**src/rtl/fsm_seq_gen.sv**
```systemverilog
// Multi-mode sequence generator: steps q through up, down, Gray, Johnson or
// one-hot ring sequences under en, with load, clear and one-shot termination.
module fsm_seq_gen #(
    parameter int WIDTH     = 3,
    parameter int MAX_COUNT = 2**WIDTH - 1
) (
    input  logic             clk,
    input  logic             reset,
    input  logic             en,
    input  logic             load,
    input  logic [WIDTH-1:0] load_val,
    input  logic             clear,
    input  logic [2:0]       mode,
    input  logic             oneshot,
    output logic [WIDTH-1:0] q,
    output logic             tc,
    output logic             busy,
    output logic             done
);

    typedef enum logic [1:0] {
        ST_IDLE = 2'd0,
        ST_RUN  = 2'd1,
        ST_DONE = 2'd2
    } state_t;

    localparam logic [2:0] MODE_UP    = 3'd0;
    localparam logic [2:0] MODE_DOWN  = 3'd1;
    localparam logic [2:0] MODE_GRAY  = 3'd2;
    localparam logic [2:0] MODE_JOHN  = 3'd3;
    localparam logic [2:0] MODE_RING  = 3'd4;

    localparam logic [WIDTH-1:0] ZERO_V      = {WIDTH{1'b0}};
    localparam logic [WIDTH-1:0] ONE_V       = {{(WIDTH-1){1'b0}}, 1'b1};
    localparam logic [WIDTH-1:0] TOP_V       = {1'b1, {(WIDTH-1){1'b0}}};
    localparam logic [WIDTH-1:0] MAX_V       = WIDTH'(MAX_COUNT);
    localparam logic [WIDTH-1:0] GRAY_TERM_V = MAX_V ^ {1'b0, MAX_V[WIDTH-1:1]};

    state_t           state_r;
    state_t           state_next_s;
    logic [WIDTH-1:0] q_r;
    logic [WIDTH-1:0] q_next_s;
    logic             busy_r;
    logic             done_r;
    logic [WIDTH-1:0] step_val_s;
    logic [WIDTH-1:0] term_val_s;
    logic             term_ok_s;
    logic             tc_s;
    logic [WIDTH-1:0] seed_s;

    function automatic logic [WIDTH-1:0] bin_to_gray(input logic [WIDTH-1:0] b);
        return b ^ {1'b0, b[WIDTH-1:1]};
    endfunction

    function automatic logic [WIDTH-1:0] gray_to_bin(input logic [WIDTH-1:0] g);
        logic [WIDTH-1:0] b;
        b[WIDTH-1] = g[WIDTH-1];
        for (int i = WIDTH - 2; i >= 0; i--) begin
            b[i] = b[i+1] ^ g[i];
        end
        return b;
    endfunction

    // Values at or beyond MAX_COUNT wrap to zero so loaded out-of-range values recover.
    function automatic logic [WIDTH-1:0] up_step(input logic [WIDTH-1:0] b);
        return (b >= MAX_V) ? ZERO_V : (b + ONE_V);
    endfunction

    function automatic logic is_onehot(input logic [WIDTH-1:0] v);
        return (v != ZERO_V) && ((v & (v - ONE_V)) == ZERO_V);
    endfunction

    // Next value of q for the currently selected mode.
    always_comb begin
        step_val_s = q_r;
        case (mode)
            MODE_UP:   step_val_s = up_step(q_r);
            MODE_DOWN: begin
                if ((q_r == ZERO_V) || (q_r > MAX_V)) begin
                    step_val_s = MAX_V;
                end else begin
                    step_val_s = q_r - ONE_V;
                end
            end
            MODE_GRAY: step_val_s = bin_to_gray(up_step(gray_to_bin(q_r)));
            MODE_JOHN: step_val_s = {q_r[WIDTH-2:0], ~q_r[WIDTH-1]};
            MODE_RING: begin
                if (is_onehot(q_r)) begin
                    step_val_s = {q_r[WIDTH-2:0], q_r[WIDTH-1]};
                end else begin
                    step_val_s = ONE_V;
                end
            end
            default:   step_val_s = q_r;
        endcase
    end

    // Terminal value per mode; hold modes never report terminal.
    always_comb begin
        term_val_s = ZERO_V;
        term_ok_s  = 1'b0;
        case (mode)
            MODE_UP:   begin term_val_s = MAX_V;       term_ok_s = 1'b1; end
            MODE_DOWN: begin term_val_s = ZERO_V;      term_ok_s = 1'b1; end
            MODE_GRAY: begin term_val_s = GRAY_TERM_V; term_ok_s = 1'b1; end
            MODE_JOHN: begin term_val_s = TOP_V;       term_ok_s = 1'b1; end
            MODE_RING: begin term_val_s = TOP_V;       term_ok_s = 1'b1; end
            default:   begin term_val_s = ZERO_V;      term_ok_s = 1'b0; end
        endcase
        tc_s = term_ok_s && (q_r == term_val_s);
    end

    // Seed value restored by clear: ring mode needs a single hot bit.
    always_comb begin
        seed_s = ZERO_V;
        if (mode == MODE_RING) begin
            seed_s = ONE_V;
        end else begin
            seed_s = ZERO_V;
        end
    end

    // Control FSM: clear beats load beats step; DONE only exits via clear or load.
    always_comb begin
        state_next_s = state_r;
        q_next_s     = q_r;
        if (clear) begin
            q_next_s     = seed_s;
            state_next_s = ST_IDLE;
        end else if (load) begin
            q_next_s     = load_val;
            state_next_s = ST_IDLE;
        end else begin
            case (state_r)
                ST_IDLE, ST_RUN: begin
                    if (en && oneshot && tc_s) begin
                        q_next_s     = q_r;
                        state_next_s = ST_DONE;
                    end else if (en) begin
                        q_next_s     = step_val_s;
                        state_next_s = ST_RUN;
                    end else begin
                        q_next_s     = q_r;
                        state_next_s = state_r;
                    end
                end
                ST_DONE: begin
                    q_next_s     = q_r;
                    state_next_s = ST_DONE;
                end
                default: begin
                    q_next_s     = q_r;
                    state_next_s = ST_IDLE;
                end
            endcase
        end
    end

    // State, sequence value and status flags all register on the same edge.
    always_ff @(posedge clk or negedge reset) begin
        if (!reset) begin
            state_r <= ST_IDLE;
            q_r     <= ZERO_V;
            busy_r  <= 1'b0;
            done_r  <= 1'b0;
        end else begin
            state_r <= state_next_s;
            q_r     <= q_next_s;
            busy_r  <= (state_next_s == ST_RUN);
            done_r  <= (state_next_s == ST_DONE);
        end
    end

    assign q    = q_r;
    assign tc   = tc_s;
    assign busy = busy_r;
    assign done = done_r;

endmodule

```
**config.mk**
```make
export PLATFORM = sky130hd
export DESIGN_NAME = fsm_seq_gen
export DESIGN_NICKNAME = d
export VERILOG_FILES = /design/src/rtl/fsm_seq_gen.sv
export SDC_FILE = /design/constraint.sdc
export NUM_CORES = 1
export LEC_CHECK = 0
export ABC_AREA = 1
export CAP_MARGIN = 20
export CORE_ASPECT_RATIO = 0.9
export CORE_MARGIN = 2
export CORE_UTILIZATION = 45
export DETAILED_ROUTE_END_ITERATION = 12
export PLACE_DENSITY = 0.74
export SETUP_SLACK_MARGIN = 0.3
export SYNTH_ARGS = -nofsm -noshare
export SYNTH_HDL_FRONTEND = slang
export SYNTH_SLANG_ARGS = --single-unit
export TNS_END_PERCENT = 10
```
**constraint.sdc**
```tcl
create_clock -name clk -period 3.9 [get_ports clk]
set_input_delay 0.78 -clock clk [delete_from_list [all_inputs] [get_ports clk]]
set_output_delay 0.78 -clock clk [all_outputs]
set_load 0.01 [all_outputs]
```
Yosys cells after proc, flatten, opt, wreduce, memory -nomap -nowiden
Index checks and enable logic that the tools add are counted.

Add/subtract/negate cells: 3. Multiply operators: 0. Divide/modulo/power cells: 0. Magnitude comparators: 3. Equality and inequality tests: 10. Shift operators: 0. Multiplexer cells: 18. Bitwise gates (word level): 5. Reductions and logical operators: 17.

Operators with widths (count): 3-bit two-way mux (9); 3-bit case mux with 5 select lines (1); 3-bit zero test (3); 3-bit nonzero test (3); 2-bit two-way mux (4); 7-bit nonzero test (1); 3-bit by 1-bit adder with 3-bit output, second input constant (2); 3-bit by 2-bit equality test with 1-bit output, second input constant (2); 3-bit greater-or-equal comparator, second input constant (2); 3-bit case mux with 2 select lines (1); 5-bit OR reduction (1); 2-bit by 1-bit equality test with 1-bit output, second input constant (2); 2-bit equality test, second input constant (2); 1-bit logical AND (4); 2-bit case mux with 2 select lines (1); 4-bit AND reduction (1); 3-bit bitwise AND (1); 3-bit by 1-bit equality test with 1-bit output, second input constant (1); 3-bit equality test (1); 3-bit equality test, second input constant (1); 3-bit > comparator, second input constant (1); 3-bit inequality test, second input constant (1); 3-bit OR reduction (1); 3-bit by 1-bit subtractor with 3-bit output, second input constant (1); 7 further kinds (9).

Flip-flop bits (word level): 7. Latch bits: 0. RAM bits: 0. Bits in read-only memories: 0. Input port bits: 12. Output and inout bits: 6. Logic and storage cells: 60. Memories: 0.

Longest topological paths before layout
Gate-level depths: netlist of run 1.

Depth after elaboration: 11. Gate-level depth with buffers: 14. Mapped depth without buffers: 13.

Least setup slack after synthesis of run 1
Ideal clock, no wire load.

Path kind: input -> output. Start point: in mode[1]. End point: out tc. Data arrival time: 1320 ps. Slack: 1800 ps. Stages: 6. Path through: buf_6 -> nor2_4 -> nand2_1 -> nand2_1 -> nand2_1 -> nor2_2.

Word-level cells in the longest chain between the ends: 5.

RTL lines: start: declaration (line 13) `input logic [2:0] mode,`; 3-bit equality test or 3-bit by 2-bit equality test with 1-bit output (tied branches) (line 102) `case (mode)`; 3-bit OR reduction (no line); 3-bit case mux with 2 select lines (line 102); 3-bit equality test (line 110) `tc_s = term_ok_s && (q_r == term_val_s);`; 1-bit logical AND * (line 110); end: declaration (line 16) `output logic tc,`.

Every way passes the cells marked *; elsewhere a longest branch is shown, timed or not.

Worst setup path after layout of run 1
Ends and elaborated chain as after synthesis.

==> results of run 1 <==
==> Yosys cell counts, drive strengths merged <==
| cell type | number | share of area, % |
|---|---|---|
| nand3 | 17 | 12 |
| nand4 | 3 | 2.6 |
| a21boi | 1 | 1.0 |
| nand3b | 1 | 1.0 |
| ha | 7 | 12 |
| o21bai | 1 | 1.0 |
| inv | 14 | 7.2 |
| nand2 | 34 | 18 |
| nor2 | 14 | 8.9 |
| o21ai | 9 | 6.1 |
| dfrtp | 7 | 24 |
| a21oi | 4 | 2.7 |
| buf | 2 | 3.1 |
==> critical path, cell delays in order <==
cell and delay [ps]:
clkdlybuf4s50_1 650, inv_1 90, nand2_1 80, nand2_1 50, nand2_1 50, nand2_1 50
nor2_2 120, clkdlybuf4s50_1 560
==> stage by stage <==
step                      instances  power (mW)  utilization (%)  hold slack (ps)
final                           155      0.2598            63.23            471.3
after global routing            155      0.2849            63.23            499.0
after CTS                       155      0.2616            63.23            478.6
after detailed placement        151      0.1948            61.45            472.4
after global placement          151      0.1922            61.45            448.2
after floorplan                 114      0.1571                -            432.5
==> registers in the layout (all words and copies together), names as in the netlist <==
name,count
busy,1
done,1
q,3
state_r,2
==> area by class of cell <==
class                   instances  area, um2  area share (%)
multi-input cells              91      484.2           51.74
flip-flops and latches          7      175.2           18.72
repair buffers                 17      170.2           18.18
inverters                      14      52.55           5.615
well taps                      22      27.53           2.941
clock buffers                   4      26.28           2.807
==> path summary, 6_finish.rpt <==
path / depth (start not counted) / end / slack, ps / startpoint
min in group asynchronous: 1 / q[1] / 780 / reset
worst min-delay path: 1 / state_r[1] / 470 / state_r[0]
max in group asynchronous: 1 / state_r[1] / 2880 / reset
worst max register to register: 12 / q[0] / 2010 / q[0]
worst max-delay path: 8 / tc / 680 / mode[1]
worst min register to register: 1 / state_r[1] / 470 / state_r[0]
==> kinds of logic (layout without fill, tap and decap cells) <==
logic type | count (synthesis) | count (layout)
and+or+nand+nor | 69 | 69
buffers and inverters | 16 | 35
AOI/OAI and AO/OA | 15 | 15
adders and majority gates | 7 | 7
DFF | 7 | 7
==> layer usage <==
layer	part of all wire, %	wire, um	track usage, %
met4	0.74	12	5.714
met3	5.7	92	6.897
met2	48	767	30.83
met5	0	0	0
met1	46	742	25.59
==> where the power goes <==
group | switching, mW | internal, mW | leakage [nW] | total, mW
Combinational | 0.0570 | 0.0484 | 0.383 | 0.105
Clock | 0.0265 | 0.0390 | 0.0150 | 0.0655
Sequential | 0.0111 | 0.0779 | 0.0928 | 0.0890
Total | 0.0945 | 0.165 | 0.491 | 0.260
==> summary.txt, run 1 <==
Status: finished clean
# diodes: 0
Post-synthesis mux area share: 0%
Final number of setup-violating endpoints: 0
Number of global-route vias before repair: 758
Clock Skews: 4.420 ps
Clock transition at path regs: 50 ps
Post-CTS Setup Bufs: 0
Pre-Repair DR Iteration Count: 6
Vias per cell: 5.026
Critical Path AT: 2440 ps
Mean Syn Cell Area: 6.443 um2
Critical Path RT: 3120 ps
Register area share after synthesis: 23.85%
Pwr dens: 277.6 nW/um2
Clock Root Buffer: clkbuf_4
Dpl hpwl: 1.336 mm
Kind of critical path: in -> out
Die Span X: 46.59 um
Largest family of logic cells by synthesized area: simple AND/OR/NAND/NOR gates
Min Tclk post-route: 3217 ps
Simple logic cell fraction of the synthesized area: 43.10%
Layout cells sized above 1: 7.519%
Final Instance Area: 935.9 um2
Worst hold path class: reg -> reg
Synth Area in XOR/XNOR: 0%
Syn Nets: 133
Num CTS Buffers: 3
Max VDD drop: 0.0002497 V
Initial antenna violation count: 0
Synth warn: 0
Leading cell type in the layout, fill and taps excluded: nand2_1
Sink Count: 7
CTS tree: done
Core area: 1480 um2
Unique masters post-synth: 18
Post-Syn Instances: 114
Hold Buf Count CTS: 0
Die H: 42.33 um
Unrepaired setup endpoints after global routing: false
Final Wtd Congestion: 0.8808
Worst-Skew Late Latency: 250 ps
Max-cap viol count: 0
Clock Tree Buf Depth: 2
# IOs: 18
Port buffer count: 17
Final net count: 153
Area delta synth->final: 27.43%
Hold Vio Cnt, Final: 0
Final number of max-transition violations: 0
Most frequent cells in the layout: 31 x nand2_1, 17 x clkdlybuf4s50_1, 16 x nand3_1, 14 x inv_1, 11 x nor2_1
Antenna-violating nets left: 0
LEAKAGE: 0.4906 nW
Routed WL per cell: 10.41 um
Fmax: 310.8 MHz
Total number of vias: 779
Largest net degree at the start of global routing: 13
Total track usage: 19.90%
Initial DRC count: 22
DR DRC count: 0
Setup ws final: 682.5 ps
Critical Path End Type: primary output
Row Count: 13
Slew HR: 73.19%
Post-cts sizing count: 0
Worst Tran Pin Value: 402.1 ps
Startpoint Class: input port
Setup TNS: 0 ps
Pre-CTS WS: 668.5 ps
CP max FO: 8
WL final: 1.613 mm
Placed cell area: 909.6 um2
Post-Synthesis Cell Area: 734.5 um2
Synth Area in Compound Gates: 10.90%
Starting Density: 49.62%
Final Cycle Share: 82.50%
Fill cells: 148
Yosys reg bits: 7
GR Overflow Total: 0
Adder-cell share of the synthesized area: 11.93%
H-tree levels: 1
First-pass GRT wire length: 2.904 mm
Die area: 1972 um2
Power figures use the tool's default switching activity.
==> run 2: changes to the inputs <==
==> constraint.sdc (replaced) <==
create_clock -name clk -period 3.1 [get_ports clk]
set_input_delay 0.62 -clock clk [delete_from_list [all_inputs] [get_ports clk]]
set_output_delay 0.62 -clock clk [all_outputs]
set_load 0.01 [all_outputs]
==> run 2 against run 1 <==
  * Global-route usage unchanged
  * Wire length grew 1.4%
  * Sequential power grew 26%
  * Critical path depth fell by 1
  * Final cell count grew 1.3%
  * Setup slack improved by 81 ps
  * First-iteration DRC count down 9.1%
  * Via count rose by 1.2%
  * Sequential share of layout area is 0.37 points lower
  * Critical path type unchanged
  * Non-clock buffer count rose by 2
  * Largest cell class unchanged
  * Clock skew did not move
==> summary.txt, run 2 (synthesis results as in run 1) <==
Initial antenna violation count: 0 (unchanged)
Antenna-violating nets left: 0 (unchanged)
Final Cycle Share: 75.38%
Min Tclk post-route: 2337 ps
Initial DRC count: 20 (-9.1%)
Area delta synth->final: 29.98%
CP most frequent cell: nand2_1
Clock Tree Buf Depth: 2 (unchanged)
CTS tree: done
P_int: 208.4 uW (+26%)
CP max FO: 7 (-1)
Kind of critical path: in -> out
GR Overflow Total: 0 (unchanged)
Comb pwr share: 40.7% (about the same)
Starting Density: 49.62% (unchanged)
Total number of vias: 788 (+1.2%)
Fmax: 427.9 MHz
Die Span X: 46.59 um (unchanged)
Placed cell area: 909.6 um2 (unchanged)
Largest net degree at the start of global routing: 13 (unchanged)
Layout cells sized above 1: 9.630% (+2.1 points)
First-pass GRT wire length: 2.904 mm (unchanged)
Die area: 1972 um2 (unchanged)
Worst Path Buf+Inv: 3 (unchanged)
Total track usage: 19.90% (unchanged)
Row Count: 13 (unchanged)
WL final: 1.636 mm (+1.4%)
# IOs: 18 (unchanged)
Largest stage delay, worst path: 470 ps (-180 ps)
Worst hold path class: reg -> reg
Hold Vio Cnt, Final: 0 (unchanged)
Slew HR: 73.01% (-0.18 points)
Clock network power share: 25.1% (about the same)
Num CTS Buffers: 3 (unchanged)
Hold Worst Slack: 471.3 ps (unchanged)
Critical Path End Type: primary output
Number of global-route vias before repair: 758 (unchanged)
NetSw: 119.4 uW (+26%)
Dpl hpwl: 1.336 mm (unchanged)
Worst-Skew Late Latency: 250 ps (about the same)
Startpoint Class: input port
Core area: 1480 um2 (unchanged)
Worst Tran Pin Value: 404.8 ps (+2.648 ps)
Max reg flops: 3 (unchanged)
Final net count: 155 (+1.3%)
Die H: 42.33 um (unchanged)
Clock Root Buffer: clkbuf_4
Port buffer count: 17 (unchanged)
Most frequent cells in the layout: 31 x nand2_1, 16 x nand3_1, 14 x clkdlybuf4s50_1, 13 x inv_1, 11 x nor2_1
Vias per cell: 5.019 (-0.13%)
Slowest CP cell: clkdlybuf4s50_1
# diodes: 0 (unchanged)
Critical Path RT: 2480 ps (-640 ps)
Routed WL per cell: 10.42 um (+0.13%)
Status: finished clean
Final number of max-transition violations: 0 (unchanged)
LEAKAGE: 0.5247 nW (+6.9%)
Clock Skews: 4.420 ps (unchanged)
Critical Path AT: 1720 ps (-720 ps)
Setup TNS: 0 ps (unchanged)
Pre-Repair DR Iteration Count: 6 (unchanged)
Pwr dens: 343.4 nW/um2 (+24%)
H-tree levels: 1 (unchanged)
Final Instance Area: 954.7 um2 (+2.0%)
Final Wtd Congestion: 0.8808 (unchanged)
Switching portion of total power: 36.42% (+0.038 points)
Max VDD drop: 0.0003144 V (+26%)
Crit path cell chain: clkdlybuf4s50_1 -> inv_2 -> nand2_1 -> nand2_1 -> nand2_1 -> nor2_2 -> dlymetal6s2s_1
Final number of setup-violating endpoints: 0 (unchanged)
Register share of total power: 34.2% (about the same)
Max-cap viol count: 0 (unchanged)
Sink Count: 7 (unchanged)
Clock transition at path regs: 50 ps (about the same)
CP top delay family: buffers and inverters
Leading cell type in the layout, fill and taps excluded: nand2_1
DR DRC count: 0 (unchanged)
Unrepaired setup endpoints after global routing: false
## run 2: layout make-up
class                   count  area [um2]
multi-input cells          91       484.2
inverters                  14       52.55
clock buffers               4       26.28
flip-flops and latches      7       175.2
well taps                  22       27.53
fillers                   144       525.5
repair buffers             19       188.9
## run 2: worst paths after layout
kind,start,to,slack (ps),depth (start not counted)
setup / recovery,mode[2],tc,760,7
hold / removal,state_r[0],state_r[1],470,1
setup reg to reg,q[0],q[0],1200,12
hold reg to reg,state_r[0],state_r[1],470,1
max in group asynchronous,reset,state_r[1],2240,1
min in group asynchronous,reset,q[1],620,1
## run 2: layer usage
layer	GRT usage [%]	vias to the layer above	share of wire, %
met3	6.897	2	5.0
met4	5.714	0	0.73
li1	-	414	-
met1	25.59	346	46
met2	30.83	26	48
met5	0	-	0
## run 2: power by group through the flow
stage               Clock, mW  Sequential (mW)  Combinational (mW)
global route           0.0923            0.114               0.153
detailed placement          0            0.113               0.132
floorplan                   0            0.110              0.0874
global placement            0            0.113               0.129
CTS                    0.0848            0.112               0.132
finish                 0.0824            0.112               0.133
## run 2: repair_timing
action	CTS	global route
resized for setup	2	2
endpoints found under the setup margin	1	1
setup buffers	0	2
hold endpoints to repair	0	0
hold buffers	0	0
## run 2: through the flow
| step | utilization, % | power (mW) | setup WS, ps | std cells |
|---|---|---|---|---|
| after global placement | 61.45 | 0.2418 | 254.3 | 151 |
| after global routing | 64.50 | 0.3595 | 637.8 | 157 |
| after floorplan | - | 0.1976 | 1320 | 114 |
| final | 64.50 | 0.3278 | 763.2 | 157 |
| after detailed placement | 61.45 | 0.2451 | 188.5 | 151 |
| after CTS | 63.14 | 0.3288 | 312.3 | 155 |
==> run 3: changes to the inputs <==
==> constraint.sdc (replaced) <==
create_clock -name clk -period 2.2 [get_ports clk]
set_input_delay 0.44 -clock clk [delete_from_list [all_inputs] [get_ports clk]]
set_output_delay 0.44 -clock clk [all_outputs]
set_load 0.01 [all_outputs]
==> run 3 against run 2 <==
  * Sequential power is 39% higher
  * Critical path depth is 1 higher
  * Flip-flop and latch count stayed put
  * Final cell count is 2.5% higher
  * Worst hold slack worse by 43 ps
  * Clock power is 44% higher
  * Total power is 45% higher
  * Die area stayed put
  * First-iteration DRC count is 45% lower
  * Utilization is 1.9 points higher
  * Largest cell class unchanged
  * Highest routed layer is now met3
==> summary.txt, run 3 (synthesis results as in run 1) <==
# IOs: 18 (unchanged)
DR DRC count: 0 (unchanged)
Hold Buf Count CTS: 0 (unchanged)
Clock Skews: 7.882 ps (+3.462 ps)
Final number of max-transition violations: 0 (unchanged)
CP most frequent cell: nand2_1
Unrepaired setup endpoints after global routing: true
Worst-Skew Late Latency: 260 ps (about the same)
Worst-case reg-to-reg path depth: 12 (unchanged)
Crit path cell chain: dlygate4sd2_1 -> inv_1 -> nand2_1 -> nand2_1 -> nand2_1 -> nand2_1 -> nor2_2 -> clkdlybuf4s15_2
Critical Path AT: 1370 ps (-350 ps)
Total number of vias: 771 (-2.2%)
Num CTS Buffers: 3 (unchanged)
Setup ws final: 386.0 ps (-377.3 ps)
Slew HR: 80.06% (+7.0 points)
Routed WL per cell: 9.677 um (-7.1%)
Core area: 1480 um2 (unchanged)
GR Overflow Total: 0 (unchanged)
WL final: 1.558 mm (-4.8%)
Clock Root Buffer: clkbuf_4
Max VDD drop: 0.0005076 V (+61%)
Pre-CTS WS: -185.7 ps (-374.1 ps)
Most frequent cells in the layout: 31 x nand2_1, 16 x nand3_1, 13 x clkdlybuf4s50_1, 12 x inv_1, 11 x nor2_1
Register area: 177.7 um2 (+1.4%)
Max reg flops: 3 (unchanged)
Slowest CP cell: dlygate4sd2_1
Sink Count: 7 (unchanged)
First-pass GRT wire length: 2.677 mm (-7.8%)
Fill cells: 133 (-7.6%)
Largest net degree at the start of global routing: 9 (-4)
Die H: 42.33 um (unchanged)
Area delta synth->final: 33.73%
Clock Tree Buf Depth: 2 (unchanged)
# diodes: 0 (unchanged)
Initial DRC count: 11 (-45%)
Fmax: 551.3 MHz
Pwr dens: 482.6 nW/um2 (+41%)
Worst reg2reg setup slack: 510 ps (-690 ps)
RR Endpoint: q[0]
Worst Tran Pin Value: 298.2 ps (-106.6 ps)
LEAKAGE: 0.5234 nW (-0.24%)
Layout cells sized above 1: 15.83% (+6.2 points)
Port buffer count: 17 (unchanged)
Leading cell type in the layout, fill and taps excluded: nand2_1
Final Wtd Congestion: 0.8754 (-0.61%)
Row Count: 13 (unchanged)
Status: finished clean
Hold Vio Cnt, Final: 0 (unchanged)
Worst hold path class: in -> async
Antenna-violating nets left: 0 (unchanged)
Pre-Repair DR Iteration Count: 4 (-2)
Largest stage delay, worst path: 300 ps (-170 ps)
Min Tclk post-route: 1814 ps
Die Span X: 46.59 um (unchanged)
Starting Density: 49.62% (unchanged)
Hold Worst Slack: 428.1 ps (-43.13 ps)
CTS tree: done
Total track usage: 18.64% (-1.3 points)
Final number of setup-violating endpoints: 0 (unchanged)
Dpl hpwl: 1.322 mm (-1.0%)
CP max FO: 4 (-3)
H-tree levels: 1 (unchanged)
Vias per cell: 4.789 (-4.6%)
RR Startpoint: q[0]
Initial antenna violation count: 0 (unchanged)
Critical Path RT: 1760 ps (-720 ps)
Final Cycle Share: 82.46%
Critical Path End Type: primary output
Max-cap viol count: 0 (unchanged)
Die area: 1972 um2 (unchanged)
Clock transition at path regs: 60 ps (about the same)
Multi-input logic area: 484.2 um2 (unchanged)
Kind of critical path: in -> out
Number of global-route vias before repair: 661 (-13%)
Startpoint Class: input port
Final net count: 159 (+2.6%)
## run 3: cell types whose count changed in the layout (fill, tap and decap cells not counted), moves of 2 or more
cell | previous run | this run
buf_4 | 2 | 6
dfrtp_1 | 7 | 5
dfrtp_2 | 0 | 2
dlygate4sd2_1 | 1 | 3
dlymetal6s2s_1 | 2 | 0
## run 3: through the flow
step	setup TNS [ps]	instances	cell area [um2]	util [%]	power, mW
floorplan	0	114	734.5	-	0.2785
global placement	-172.7	157	954.7	64.50	0.3560
detailed placement	-185.7	157	954.7	64.50	0.3576
CTS	0	161	979.7	66.19	0.4740
global route	0	161	982.2	66.36	0.5171
finish	0	161	982.2	66.36	0.4740
## run 3: metal layers
metal	up-vias	share of wire (%)	track usage (%)	wire length, um
met5	-	0	0	0
met4	0	0	1.714	0
met2	20	46	28.61	714
met1	331	50	25.13	773
li1	420	-	-	-
met3	0	4.4	7.759	69
## run 3: repair_timing
item / 4_1_cts / 5_1_grt
buffers inserted: 0 / 0
hold endpoints to repair: 0 / 0
gates resized for setup: 6 / 4
endpoints found under the setup margin: 1 / 4
## run 3: worst max-delay path: cells and delay by family
kind	cells	cell delay, ps
buffers and inverters	3	610
AND/OR/NAND/NOR	5	320
## run 3: cell type report
type,instances,area share (%)
Multi-Input combinational cell,91,49.30
Timing Repair Buffer,23,21.66
Sequential cell,7,18.09
Inverter,14,5.350
Tap cell,22,2.803
Clock buffer,3,2.293
Clock inverter,1,0.5096
## run 3: where the power goes
group,internal [mW],switching [mW]
clock network,0.0666,0.0521
registers,0.139,0.0169
logic,0.0953,0.104
total,0.301,0.173
## run 3: how the worst max path moves through the flow
stage / start / endpoint / slack (ps) / depth (start not counted)
floorplan: q[0] / q[0] / 490 / 13
global placement: mode[1] / tc / -170 / 8
detailed placement: mode[1] / tc / -190 / 8
CTS: q[0] / tc / 360 / 6
global route: q[0] / tc / 300 / 6
finish: mode[1] / tc / 390 / 8
